### config.mk
export PLATFORM = sky130hd
export DESIGN_NAME = div_hilo_ctrl
export DESIGN_NICKNAME = d
export VERILOG_FILES = /design/src/rtl/div_hilo_ctrl.sv
export SDC_FILE = /design/constraint.sdc
export NUM_CORES = 1
export LEC_CHECK = 0
export ABC_AREA = 0
export ABC_CLOCK_PERIOD_IN_PS = 6800
export CORE_MARGIN = 2
export CORE_UTILIZATION = 50
export DETAILED_ROUTE_END_ITERATION = 12
export DONT_BUFFER_PORTS = 1
export GPL_TIMING_DRIVEN = 1
export SYNTH_ARGS = -nofsm -noshare
export SYNTH_HDL_FRONTEND = slang
export SYNTH_SLANG_ARGS = --single-unit
export TNS_END_PERCENT = 30
### constraint.sdc
create_clock -name clock -period 6.8 [get_ports clock]
set_input_delay 0.34 -clock clock [delete_from_list [all_inputs] [get_ports clock]]
set_output_delay 0.34 -clock clock [all_outputs]
set_load 0.01 [all_outputs]
### src/rtl/div_hilo_ctrl.sv
// div_hilo_ctrl: EX-stage sequencer for an iterative unsigned divider; owns HI/LO and the divide stall.
// Ports: clock/reset (async, active-high); req_valid/req_ready/req_op/req_a/req_b from EX;
// dv_dividend/dv_divisor/dv_start to the core, dv_busy/dv_q/dv_r from it;
// hi/lo architectural registers; stall pipeline hold; done one-cycle write pulse; err sticky timeout.
module div_hilo_ctrl #(
  parameter int TIMEOUT = 48
) (
  input  logic        clock,
  input  logic        reset,
  input  logic        req_valid,
  output logic        req_ready,
  input  logic [1:0]  req_op,
  input  logic [31:0] req_a,
  input  logic [31:0] req_b,
  output logic [31:0] dv_dividend,
  output logic [31:0] dv_divisor,
  output logic        dv_start,
  input  logic        dv_busy,
  input  logic [31:0] dv_q,
  input  logic [31:0] dv_r,
  output logic [31:0] hi,
  output logic [31:0] lo,
  output logic        stall,
  output logic        done,
  output logic        err
);
  localparam logic [1:0] S_IDLE  = 2'd0;
  localparam logic [1:0] S_ISSUE = 2'd1;
  localparam logic [1:0] S_WAIT  = 2'd2;
  localparam logic [1:0] S_WRITE = 2'd3;
  localparam int TW = $clog2(TIMEOUT);
  logic [1:0]    state_q, state_d;
  logic [31:0]   hi_q, hi_d, lo_q, lo_d, dvd_q, dvd_d, dvs_q, dvs_d, q_q, q_d, r_q, r_d;
  logic          qneg_q, qneg_d, rneg_q, rneg_d, done_q, done_d, err_q, err_d;
  logic [TW-1:0] timer_q, timer_d;
  logic          is_mt, is_signed, div_go;
  logic [31:0]   abs_a, abs_b;
  assign is_mt     = req_op[1];
  assign is_signed = req_op == 2'b01;
  // Two's-complement abs; 0x80000000 negates to itself, which is the correct unsigned magnitude.
  assign abs_a     = (is_signed & req_a[31]) ? -req_a : req_a;
  assign abs_b     = (is_signed & req_b[31]) ? -req_b : req_b;
  assign div_go    = state_q == S_IDLE & req_valid & ~is_mt & req_b != 32'd0;
  assign req_ready = state_q == S_IDLE;
  assign dv_start  = state_q == S_ISSUE;
  assign stall     = state_q != S_IDLE | div_go;
  assign dv_dividend = dvd_q;
  assign dv_divisor  = dvs_q;
  assign hi   = hi_q;
  assign lo   = lo_q;
  assign done = done_q;
  assign err  = err_q;
  always_comb begin
    state_d = state_q;
    hi_d    = hi_q;
    lo_d    = lo_q;
    dvd_d   = dvd_q;
    dvs_d   = dvs_q;
    q_d     = q_q;
    r_d     = r_q;
    qneg_d  = qneg_q;
    rneg_d  = rneg_q;
    timer_d = timer_q;
    done_d  = 1'b0;
    err_d   = err_q;
    case (state_q)
      S_IDLE: begin
        if (req_valid & is_mt) begin
          hi_d   = req_op[0] ? hi_q : req_a;
          lo_d   = req_op[0] ? req_a : lo_q;
          done_d = 1'b1;
        end else if (req_valid & req_b == 32'd0) begin
          hi_d   = req_a;
          lo_d   = 32'hFFFF_FFFF;
          done_d = 1'b1;
        end else if (req_valid) begin
          dvd_d   = abs_a;
          dvs_d   = abs_b;
          qneg_d  = is_signed & (req_a[31] ^ req_b[31]);
          rneg_d  = is_signed & req_a[31];
          state_d = S_ISSUE;
        end
      end
      S_ISSUE: begin
        timer_d = '0;
        state_d = S_WAIT;
      end
      S_WAIT: begin
        if (!dv_busy) begin
          q_d     = dv_q;
          r_d     = dv_r;
          state_d = S_WRITE;
        end else if (timer_q == TW'(TIMEOUT - 1)) begin
          err_d   = 1'b1;
          state_d = S_IDLE;
        end else begin
          timer_d = timer_q + 1'b1;
        end
      end
      default: begin
        lo_d    = qneg_q ? -q_q : q_q;
        hi_d    = rneg_q ? -r_q : r_q;
        done_d  = 1'b1;
        state_d = S_IDLE;
      end
    endcase
  end
  always_ff @(posedge clock or posedge reset) begin
    if (reset) begin
      state_q <= S_IDLE;
      hi_q    <= '0;
      lo_q    <= '0;
      dvd_q   <= '0;
      dvs_q   <= '0;
      q_q     <= '0;
      r_q     <= '0;
      qneg_q  <= 1'b0;
      rneg_q  <= 1'b0;
      timer_q <= '0;
      done_q  <= 1'b0;
      err_q   <= 1'b0;
    end else begin
      state_q <= state_d;
      hi_q    <= hi_d;
      lo_q    <= lo_d;
      dvd_q   <= dvd_d;
      dvs_q   <= dvs_d;
      q_q     <= q_d;
      r_q     <= r_d;
      qneg_q  <= qneg_d;
      rneg_q  <= rneg_d;
      timer_q <= timer_d;
      done_q  <= done_d;
      err_q   <= err_d;
    end
  end
endmodule

==> results.py, run 1 <==
metrics = {
    "routing": {
        "routed_wl_mm": 33.0,
        "post-route-drc-count": 0,
        "drt-pass1-iter-count": 6,
        "ant_nets": 0,
        "dr.first_iter.drc_count": 552,
        "viasPerCell": 5.86,
        "vias": 8749,
        "post_drt_wl_per_cell_um": 22.1,
    },
    "worst_setup_path": {
        "crit_type": "register to register",
        "crit_path_end_kind": "register",
        "crit_required_ns": 7.21,
        "critPathLaunchType": "register",
        "worst-path-max-fanout": 46,
        "crit_arrival_ns": 4.09,
    },
    "pwr": {
        "leakage_uw": 0.00517,
        "power_switching_uw": 2550,
        "combPwrFrac_pct": 36.2,
        "peakVddDrop_mv": 0.335,
        "power_uw": 6080,
        "intPower_uw": 3530,
        "clock_power_share_pct": 19.8,
        "swShare_pct": 41.9,
        "p_seq_share_pct": 43.9,
        "power.density_mw_per_mm2": 474,
    },
    "final_layout": {
        "final_area_mm2": 0.0128,
        "drive_gt1_share_pct": 12.0,
        "area_growth_pct": 15.2,
        "fin_nets": 1342,
        "antenna_cells": 0,
    },
    "place": {
        "hpwl_mm": 23.7,
        "preCtsSetupSlack_ns": 3.13,
        "place_area_mm2": 0.0113,
        "place_congestion": 0.912,
        "port_buffers": 0,
    },
    "clock_network": {
        "cts_resized": 0,
        "htree_levels": 1,
        "clock_sinks": 204,
        "hold_buffers": 83,
        "cts.path.max_buffers": 3,
        "clkTransAtPathRegs_ns": 0.06,
        "cts-root-buf": "clkbuf_16",
        "post_cts_buffers": 0,
        "cts_made_buffers": 23,
        "insertion_delay_ns": 0.51,
        "cts_tree": "yes",
    },
    "sta": {
        "timing.setup.tns_ns": 0,
        "setup_viol": 0,
        "rsz0062_at_grt": "false",
        "tightestPinTransition_ns": 1.07,
        "slew_headroom_pct": 28.3,
        "worst_slack_ns": 3.11,
        "hold_slack_ns": 0.0178,
        "min_period_over_period_pct": 54.2,
        "hold_viol_final": 0,
        "skew_ns": 0.0127,
        "fmax_mhz": 271,
        "drv_slew": 0,
        "period_needed_ns": 3.69,
    },
    "global_route": {
        "grt_max_degree": 136,
        "antenna_found_initial": 0,
        "grt_overflow": 0,
        "grt_usage_pct": 27.6,
        "grt_pass1_wl_mm": 51.1,
        "grt_pass1_vias": 8503,
    },
    "synth": {
        "synthArstFlopShare_pct": 100,
        "netlist_area_mm2": 0.0111,
        "synth_ff_type": "dfrtp_1",
        "syn_avg_cell_area_um2": 9.72,
        "yosysSeqAreaShare_pct": 45.8,
        "synth_edf_count": 0,
        "ys_seq_elements": 204,
        "ys.warnings.count": 0,
        "ys_types": 68,
        "syn-instance-count": 1146,
        "synthesis.nets": 1289,
    },
    "floorplanning": {
        "die_h_um": 153,
        "dieWidth_um": 153,
        "die_area_mm2": 0.0235,
        "core-area_mm2": 0.0218,
        "rows": 54,
        "design.portCount": 267,
        "start_util_pct": 51.1,
    },
    "outcome": {
        "status": "finished clean",
    },
    "job": {
        "cap_viol_max_count": 0,
    },
    "worst_hold_path": {
        "hp-class": "primary input to register",
    },
}
[synthesized netlist by cell type (8+ instances only)]
cell type,number,share of area (%)
dfrtp_1,204,46
nor4_1,13,0.73
or3_1,12,0.67
mux2_2,62,6.3
o21ai_1,53,2.4
inv_1,24,0.81
nand3_1,11,0.49
nand2_1,167,5.6
nor2_1,63,2.1
a21oi_1,28,1.3
o21ai_0,95,4.3
a31oi_1,11,0.62
nor3_1,26,1.2
ha_1,9,1.0
o22ai_1,23,1.3
nand4_1,8,0.45
mux2i_1,23,2.1
xnor2_1,71,5.6
clkbuf_1,36,1.2
o41ai_1,14,1.1
o31ai_1,29,2.0
buf_2,11,0.49
xor2_1,41,3.2
[sequential cells by signal (all words and copies together), names as in the netlist]
register     cells
rneg_q           1
dv_divisor      32
dv_dividend     32
qneg_q           1
timer_q          6
r_q             32
err              1
hi              32
state_q          2
lo              32
done             1
q_q             32
[layer usage]
layer  routed length, µm  up-vias  GRT usage [%]
met5                   0        -              0
met4                1000        0           7.72
met3                3180       59           8.90
met2               14500      318           42.3
met1               14300     4165           37.8
li1                    -     4207              -
[critical path, stage by stage (launching register included)]
cell and delay (ns):
dfrtp_1 0.42, inv_1 0.13, ha_2 0.33, nand3_1 0.78, o21ai_0 0.73, a21oi_1 0.15
nor2_4 0.71, nor3_1 0.11, a211oi_1 0.22
[cell families after synthesis]
group / synth area share [%]
compound gates: 16.3
xor+xnor: 8.80
fa+ha+maj: 1.01
buf+inv: 3.40
flops: 45.8
mux: 8.33
simple gates: 16.4
[power groups by stage]
stage	sequential, µW	clock [µW]	combinational, µW
3_5_place_dp	2690	0	2170
3_3_place_gp	2680	0	2110
2_1_floorplan	2400	0	1840
6_report	2670	1210	2200
5_1_grt	2770	1270	2490
4_1_cts	2680	1230	2210
[per-stage QoR]
step | util (%) | instances
floorplan | - | 1146
detailed placement | 51.7 | 1371
finish | 58.8 | 1493
global route | 58.8 | 1493
global placement | 51.7 | 1371
CTS | 58.8 | 1493
[worst paths after layout]
path | start | end | slack, ns | depth (start not counted)
min in group asynchronous | reset | r_q[19] | 0.57 | 2
setup reg to reg | state_q[0] | lo[21] | 3.11 | 8
setup / recovery | state_q[0] | lo[21] | 3.11 | 8
hold reg to reg | timer_q[3] | timer_q[3] | 0.51 | 1
hold / removal | req_b[24] | dv_divisor[24] | 0.02 | 2
max in group asynchronous | reset | q_q[4] | 4.72 | 3
[area by class of cell]
class,instances,area (µm²)
Clock buffer,33,663
Clock inverter,6,57.6
Fill cell,1952,8990
Inverter,24,97.6
Multi-Input combinational cell,858,5690
Sequential cell,204,5100
Tap cell,280,350
Timing Repair Buffer,88,868
[cell usage in the layout (no fill, tap or decap), types with 29 or more instances in the layout]
cell type | Yosys | routed
o21ai_1 | 53 | 52
nor2_1 | 63 | 62
o31ai_1 | 29 | 29
nand2_1 | 167 | 167
mux2_2 | 62 | 62
o21ai_0 | 95 | 95
xor2_1 | 41 | 41
dfrtp_1 | 204 | 204
xnor2_1 | 71 | 71
dlygate4sd3_1 | 0 | 83
Note: power is estimated with default switching activity, not from simulation.
==> run 2: changes to the inputs <==
--- a/config.mk
+++ b/config.mk
@@ -5,13 +5,14 @@
 export SDC_FILE = /design/constraint.sdc
 export NUM_CORES = 1
 export LEC_CHECK = 0
-export ABC_AREA = 0
-export ABC_CLOCK_PERIOD_IN_PS = 6800
+export ABC_AREA = 1
+export ABC_CLOCK_PERIOD_IN_PS = 3300
 export CORE_MARGIN = 2
 export CORE_UTILIZATION = 50
 export DETAILED_ROUTE_END_ITERATION = 12
 export DONT_BUFFER_PORTS = 1
 export GPL_TIMING_DRIVEN = 1
+export PLACE_DENSITY = 0.68
 export SYNTH_ARGS = -nofsm -noshare
 export SYNTH_HDL_FRONTEND = slang
 export SYNTH_SLANG_ARGS = --single-unit
==> constraint.sdc (replaced) <==
create_clock -name clock -period 3.3 [get_ports clock]
set_input_delay 0.165 -clock clock [delete_from_list [all_inputs] [get_ports clock]]
set_output_delay 0.165 -clock clock [all_outputs]
set_load 0.01 [all_outputs]
==> run 2 against run 1 <==
Effect of this change:
- combinational power rose by 140%
- global-route usage rose by 5.0 points
- count of clock-buffer cells in the layout fell by 2
- critical path type is now primary input to register
- critical endpoint is now dv_dividend[28]
- largest power group unchanged
==> results.py, run 2 <==
metrics = {
    "global_route": {
        "grt_overflow": 0,
        "grt_pass1_vias": 11700,
        "grt_pass1_wl_mm": 65.8,
        "grt_usage_pct": 32.6,
        "antenna_found_initial": 2,
        "grt_max_degree": 76,
    },
    "floorplanning": {
        "die_area_mm2": 0.0255,
        "design.portCount": 267,
        "core-area_mm2": 0.0236,
        "die_h_um": 160,
        "rows": 56,
        "dieWidth_um": 160,
        "start_util_pct": 51.3,
    },
    "sta": {
        "tightestPinTransition_ns": 1.08,
        "slew_headroom_pct": 27.8,
        "period_needed_ns": 3.02,
        "rsz0062_at_grt": "false",
        "fmax_mhz": 331,
        "worst_slack_ns": 0.275,
        "drv_slew": 0,
        "min_period_over_period_pct": 91.7,
        "skew_ns": 0.00961,
        "hold_viol_final": 0,
        "setup_viol": 0,
        "timing.setup.tns_ns": 0,
    },
    "routing": {
        "viasPerCell": 5.54,
        "dr.first_iter.drc_count": 1244,
        "post_drt_wl_per_cell_um": 19.0,
        "vias": 12400,
        "ant_nets": 0,
        "post-route-drc-count": 0,
        "routed_wl_mm": 42.3,
        "drt-pass1-iter-count": 6,
    },
    "synth": {
        "synth_commonest_cells": "nand2_1 (600), nor2_1 (275), dfrtp_1 (204)",
        "ys_seq_elements": 204,
        "synthArstFlopShare_pct": 100,
        "syn_avg_cell_area_um2": 6.81,
        "yosysTopAreaCell": "dfrtp_1",
        "yosysSeqAreaShare_pct": 42.1,
        "syn-instance-count": 1780,
        "synth_edf_count": 0,
        "ys_types": 43,
        "synth_ff_type": "dfrtp_1",
        "netlist_area_mm2": 0.0121,
        "synthTopCellsByArea": "dfrtp_1 (42%), nand2_1 (19%), nor2_1 (8.5%)",
        "synth_top_area_share_pct": 42.1,
        "synthesis.nets": 1923,
        "ys.warnings.count": 0,
        "yosysMostFrequentCell": "nand2_1",
    },
    "clock_network": {
        "cts.path.max_buffers": 3,
        "clkTransAtPathRegs_ns": 0.06,
        "insertion_delay_ns": 0.52,
        "post_cts_buffers": 0,
        "clock_sinks": 204,
        "cts-root-buf": "clkbuf_16",
        "cts_tree": "yes",
        "htree_levels": 1,
        "cts_made_buffers": 24,
    },
    "final_layout": {
        "final_common_cell": "nand2_1",
        "multi_input_area_mm2": 0.00619,
        "fin_nets": 2034,
        "seq_area_mm2": 0.00510,
        "instances_no_fill": 2229,
        "fill_cells": 2245,
        "area_growth_pct": 20.2,
        "final_cell_mix": "nand2_1 (598), nor2_1 (275), dfrtp_1 (204), nand3_1 (197), dlygate4sd3_1 (139)",
        "drive_gt1_share_pct": 4.71,
    },
    "place": {
        "hpwl_mm": 30.1,
        "place_congestion": 0.940,
        "preCtsSetupSlack_ns": 1.12,
        "post-place-cells": 2045,
        "port_buffers": 0,
    },
    "worst_setup_path": {
        "crit_arrival_ns": 3.48,
        "worst-path-max-fanout": 11,
        "crit_required_ns": 3.76,
        "crit_path_end_kind": "register",
        "critPathLaunchType": "primary input",
        "crit_type": "primary input to register",
    },
    "worst_hold_path": {
        "hp-class": "primary input to register",
    },
    "outcome": {
        "status": "finished clean",
    },
    "pwr": {
        "peakVddDrop_mv": 0.679,
        "power.density_mw_per_mm2": 918,
        "leakage_uw": 0.00710,
    },
    "job": {
        "cap_viol_max_count": 0,
    },
}
run 2: cell type report:
type | count | area share (%)
Tap cell | 319 | 2.74
Inverter | 138 | 3.58
Clock inverter | 13 | 1.08
Sequential cell | 204 | 35.0
Clock buffer | 31 | 4.72
Antenna cell | 1 | 0.0172
Timing Repair Buffer | 152 | 10.3
Multi-Input combinational cell | 1371 | 42.5
run 2: through the flow:
stage          power (µW)  hold slack [ns]  utilization (%)  area [µm²]
6_report            13400          0.00584             61.7       14600
2_1_floorplan        8750            0.303                -       12100
3_5_place_dp        10300           0.0456             52.2       12300
4_1_cts             13300          0.00589             61.7       14600
5_1_grt             14300           0.0284             61.7       14600
3_3_place_gp        10100           0.0448             52.2       12300
run 2: timing repair:
| action | in CTS | in global routing |
|---|---|---|
| hold buffers | 139 | 0 |
| gates resized for setup | 0 | 1 |
| setup endpoints to repair | 0 | 1 |
| hold endpoints to repair | 206 | 0 |
run 2: logic make-up after synthesis:
group,after synthesis,share of synthesized area (%)
AOI/OAI and AO/OA,198,8.75
xor gates and xnor gates,37,2.67
adders and majority gates,9,0.929
buffers and inverters,205,6.90
DFF,204,42.1
muxes,7,0.650
and+or+nand+nor,1120,38.0
run 2: worst paths after layout:
check	from	endpoint	slack, ns	cells after the start
min reg2reg	timer_q[1]	timer_q[1]	0.52	2
max	req_a[0]	dv_dividend[28]	0.28	13
max in group asynchronous	reset	r_q[26]	2.01	3
min	req_a[3]	dv_dividend[5]	0.006	5
min in group asynchronous	reset	dv_divisor[5]	0.13	2
max reg2reg	state_q[0]	dv_divisor[12]	0.77	9
run 2: layer usage:
metal	vias up	track usage [%]	wire length, µm
met3	102	7.45	4020
met1	5737	42.6	17200
met4	2	11.0	1480
met2	596	53.7	19600
met5	-	0	13
li1	5915	-	-
run 2: worst max-delay path: stages:
cell	delay, ns
dlygate4sd3_1	0.63
inv_1	0.14
ha_1	0.18
nand2_1	0.07
nor2_1	0.30
nand4_1	0.26
nand2_2	0.24
nand3_1	0.10
nand2_1	0.10
dlygate4sd3_1	0.57
nand3_1	0.06
dlygate4sd3_1	0.58
nand2_1	0.07
run 2: power by group:
part | internal (µW) | switching (µW)
Clock | 1710 | 1120
Sequential | 3710 | 1600
Combinational | 1760 | 3470
Total | 7180 | 6190
==> run 3: changes to the inputs <==
==> constraint.sdc (replaced) <==
create_clock -name clock -period 3.3 [get_ports clock]
set_input_delay 0.33 -clock clock [delete_from_list [all_inputs] [get_ports clock]]
set_output_delay 0.33 -clock clock [all_outputs]
set_load 0.01 [all_outputs]
==> run 3 against run 2 <==
Effect of this change:
- total power fell by 3.9%
- flip-flop and latch count did not move
- die area did not move
- largest power group unchanged
- maximum frequency rose by 5.1%
- critical path type is now register to output port
- critical endpoint is now stall
==> results.py, run 3 (synthesis gave the netlist of run 2 again) <==
metrics = {
    "routing": {
        "post-route-drc-count": 0,
        "post_drt_wl_per_cell_um": 18.6,
        "ant_nets": 0,
        "drt-pass1-iter-count": 5,
        "viasPerCell": 5.50,
        "routed_wl_mm": 40.2,
        "dr.first_iter.drc_count": 1076,
        "vias": 11900,
    },
    "worst_setup_path": {
        "crit_required_ns": 2.97,
        "crit_type": "register to output port",
        "crit_arrival_ns": 2.55,
        "path_buf_inv": 2,
        "slowest_stage": "buf_6",
        "slowest_delay_ns": 0.52,
        "critPathLaunchType": "register",
        "crit_path_frequent_cell": "nand2_1",
        "cpLargestDelayFamily": "buffers and inverters",
        "crit_chain": "inv_1, ha_1, nand2_1, nor2_1, o21ai_4, buf_6, nand2_1",
        "cp.depth": 7,
        "r2r_cells": 9,
        "crit_path_end_kind": "output port",
        "worst-path-max-fanout": 95,
    },
    "clock_network": {
        "htree_levels": 1,
        "clock_sinks": 204,
        "cts_made_buffers": 23,
        "cts.path.max_buffers": 3,
        "cts_tree": "yes",
        "insertion_delay_ns": 0.53,
        "cts-root-buf": "clkbuf_16",
        "clkTransAtPathRegs_ns": 0.06,
    },
    "pwr": {
        "power.density_mw_per_mm2": 931,
        "clock_power_share_pct": 19.1,
        "peakVddDrop_mv": 0.623,
        "p_seq_share_pct": 40.9,
        "intPower_uw": 6830,
        "leakage_uw": 0.00680,
        "power_switching_uw": 6020,
        "combPwrFrac_pct": 40.1,
        "swShare_pct": 46.9,
        "power_uw": 12800,
    },
    "final_layout": {
        "fill_cells": 2301,
        "drive_gt1_share_pct": 4.18,
        "area_growth_pct": 13.9,
        "final_area_mm2": 0.0138,
        "final_common_cell": "nand2_1",
        "final_cell_mix": "nand2_1 (599), nor2_1 (275), dfrtp_1 (204), nand3_1 (197), inv_1 (130)",
        "fin_nets": 1970,
    },
    "sta": {
        "skew_ns": 0.0186,
        "tightestPinTransition_ns": 1.09,
        "slew_headroom_pct": 27.7,
        "period_needed_ns": 2.88,
        "hold_viol_final": 0,
        "setup_viol": 0,
        "rsz0062_at_grt": "false",
        "drv_slew": 0,
        "min_period_over_period_pct": 87.2,
        "timing.setup.tns_ns": 0,
        "fmax_mhz": 347,
    },
    "floorplanning": {
        "dieWidth_um": 160,
        "die_area_mm2": 0.0255,
        "start_util_pct": 51.3,
        "core-area_mm2": 0.0236,
        "rows": 56,
        "design.portCount": 267,
        "die_h_um": 160,
    },
    "job": {
        "cap_viol_max_count": 0,
    },
    "place": {
        "place_congestion": 0.993,
        "place_area_mm2": 0.0123,
        "port_buffers": 0,
        "hpwl_mm": 29.8,
    },
    "global_route": {
        "grt_pass1_vias": 11100,
        "grt_pass1_wl_mm": 62.1,
        "grt_max_degree": 110,
        "grt_usage_pct": 30.9,
        "antenna_found_initial": 1,
        "grt_overflow": 0,
    },
    "outcome": {
        "status": "finished clean",
    },
    "worst_hold_path": {
        "min_path_cells": 2,
        "hp-class": "primary input to register",
    },
}
run 3: power by group through the flow:
stage          Clock, µW  Sequential, µW  Combinational [µW]
2_1_floorplan          0            4760                3990
4_1_cts             2480            5230                5120
6_report            2450            5250                5150
3_5_place_dp           0            5270                5020
3_3_place_gp           0            5250                4890
5_1_grt             2590            5370                5880
run 3: through the flow:
stage / worst slack (ns) / util, % / hold WS [ns] / cells
CTS: 0.195 / 58.4 / 0.00173 / 2159
global route: 0.256 / 58.4 / 0.0184 / 2160
finish: 0.421 / 58.4 / 0.00696 / 2160
floorplan: 0.326 / - / 0.468 / 1780
detailed placement: 0.704 / 52.1 / 0.349 / 2043
global placement: 0.741 / 52.1 / 0.355 / 2043
run 3: layout make-up:
| cell class | instances | area [µm²] | share of cell area, % |
|---|---|---|---|
| diodes | 1 | 2.50 | 0.0181 |
| well taps | 319 | 399 | 2.89 |
| multi-input cells | 1371 | 6190 | 44.8 |
| clock buffers | 36 | 694 | 5.03 |
| repair buffers | 89 | 880 | 6.37 |
| clock inverters | 2 | 10.0 | 0.0725 |
| flip-flops and latches | 204 | 5100 | 37.0 |
| inverters | 138 | 522 | 3.78 |
run 3: final timing paths:
path | slack (ns) | endpoint | start
worst max-delay path | 0.42 | stall | state_q[0]
worst min-delay path | 0.007 | q_q[6] | dv_q[6]
worst max register to register | 0.88 | hi[20] | state_q[0]
worst min register to register | 0.52 | timer_q[1] | timer_q[1]
max in group asynchronous | 1.86 | r_q[15] | reset
min in group asynchronous | 0.41 | dv_divisor[7] | reset
run 3: worst register-to-register path: cells and delay by family (launching register included):
family	cells	cell delay, ns
fa+ha+maj	1	0.45
simple gates	5	1.03
buf+inv	2	0.23
flops	1	0.43
compound gates	1	0.19
run 3: repair_timing:
action / CTS / global route
gates resized for setup: 0 / 1
endpoints found under the setup margin: 0 / 1
hold endpoints to repair: 104 / 0
hold buffers: 78 / 0
setup buffers: 0 / 0
run 3: metal layers:
layer	global-route usage, %	routed length, µm
met1	40.4	16600
met2	49.3	18100
met3	8.29	3850
met4	11.9	1620
met5	0	0
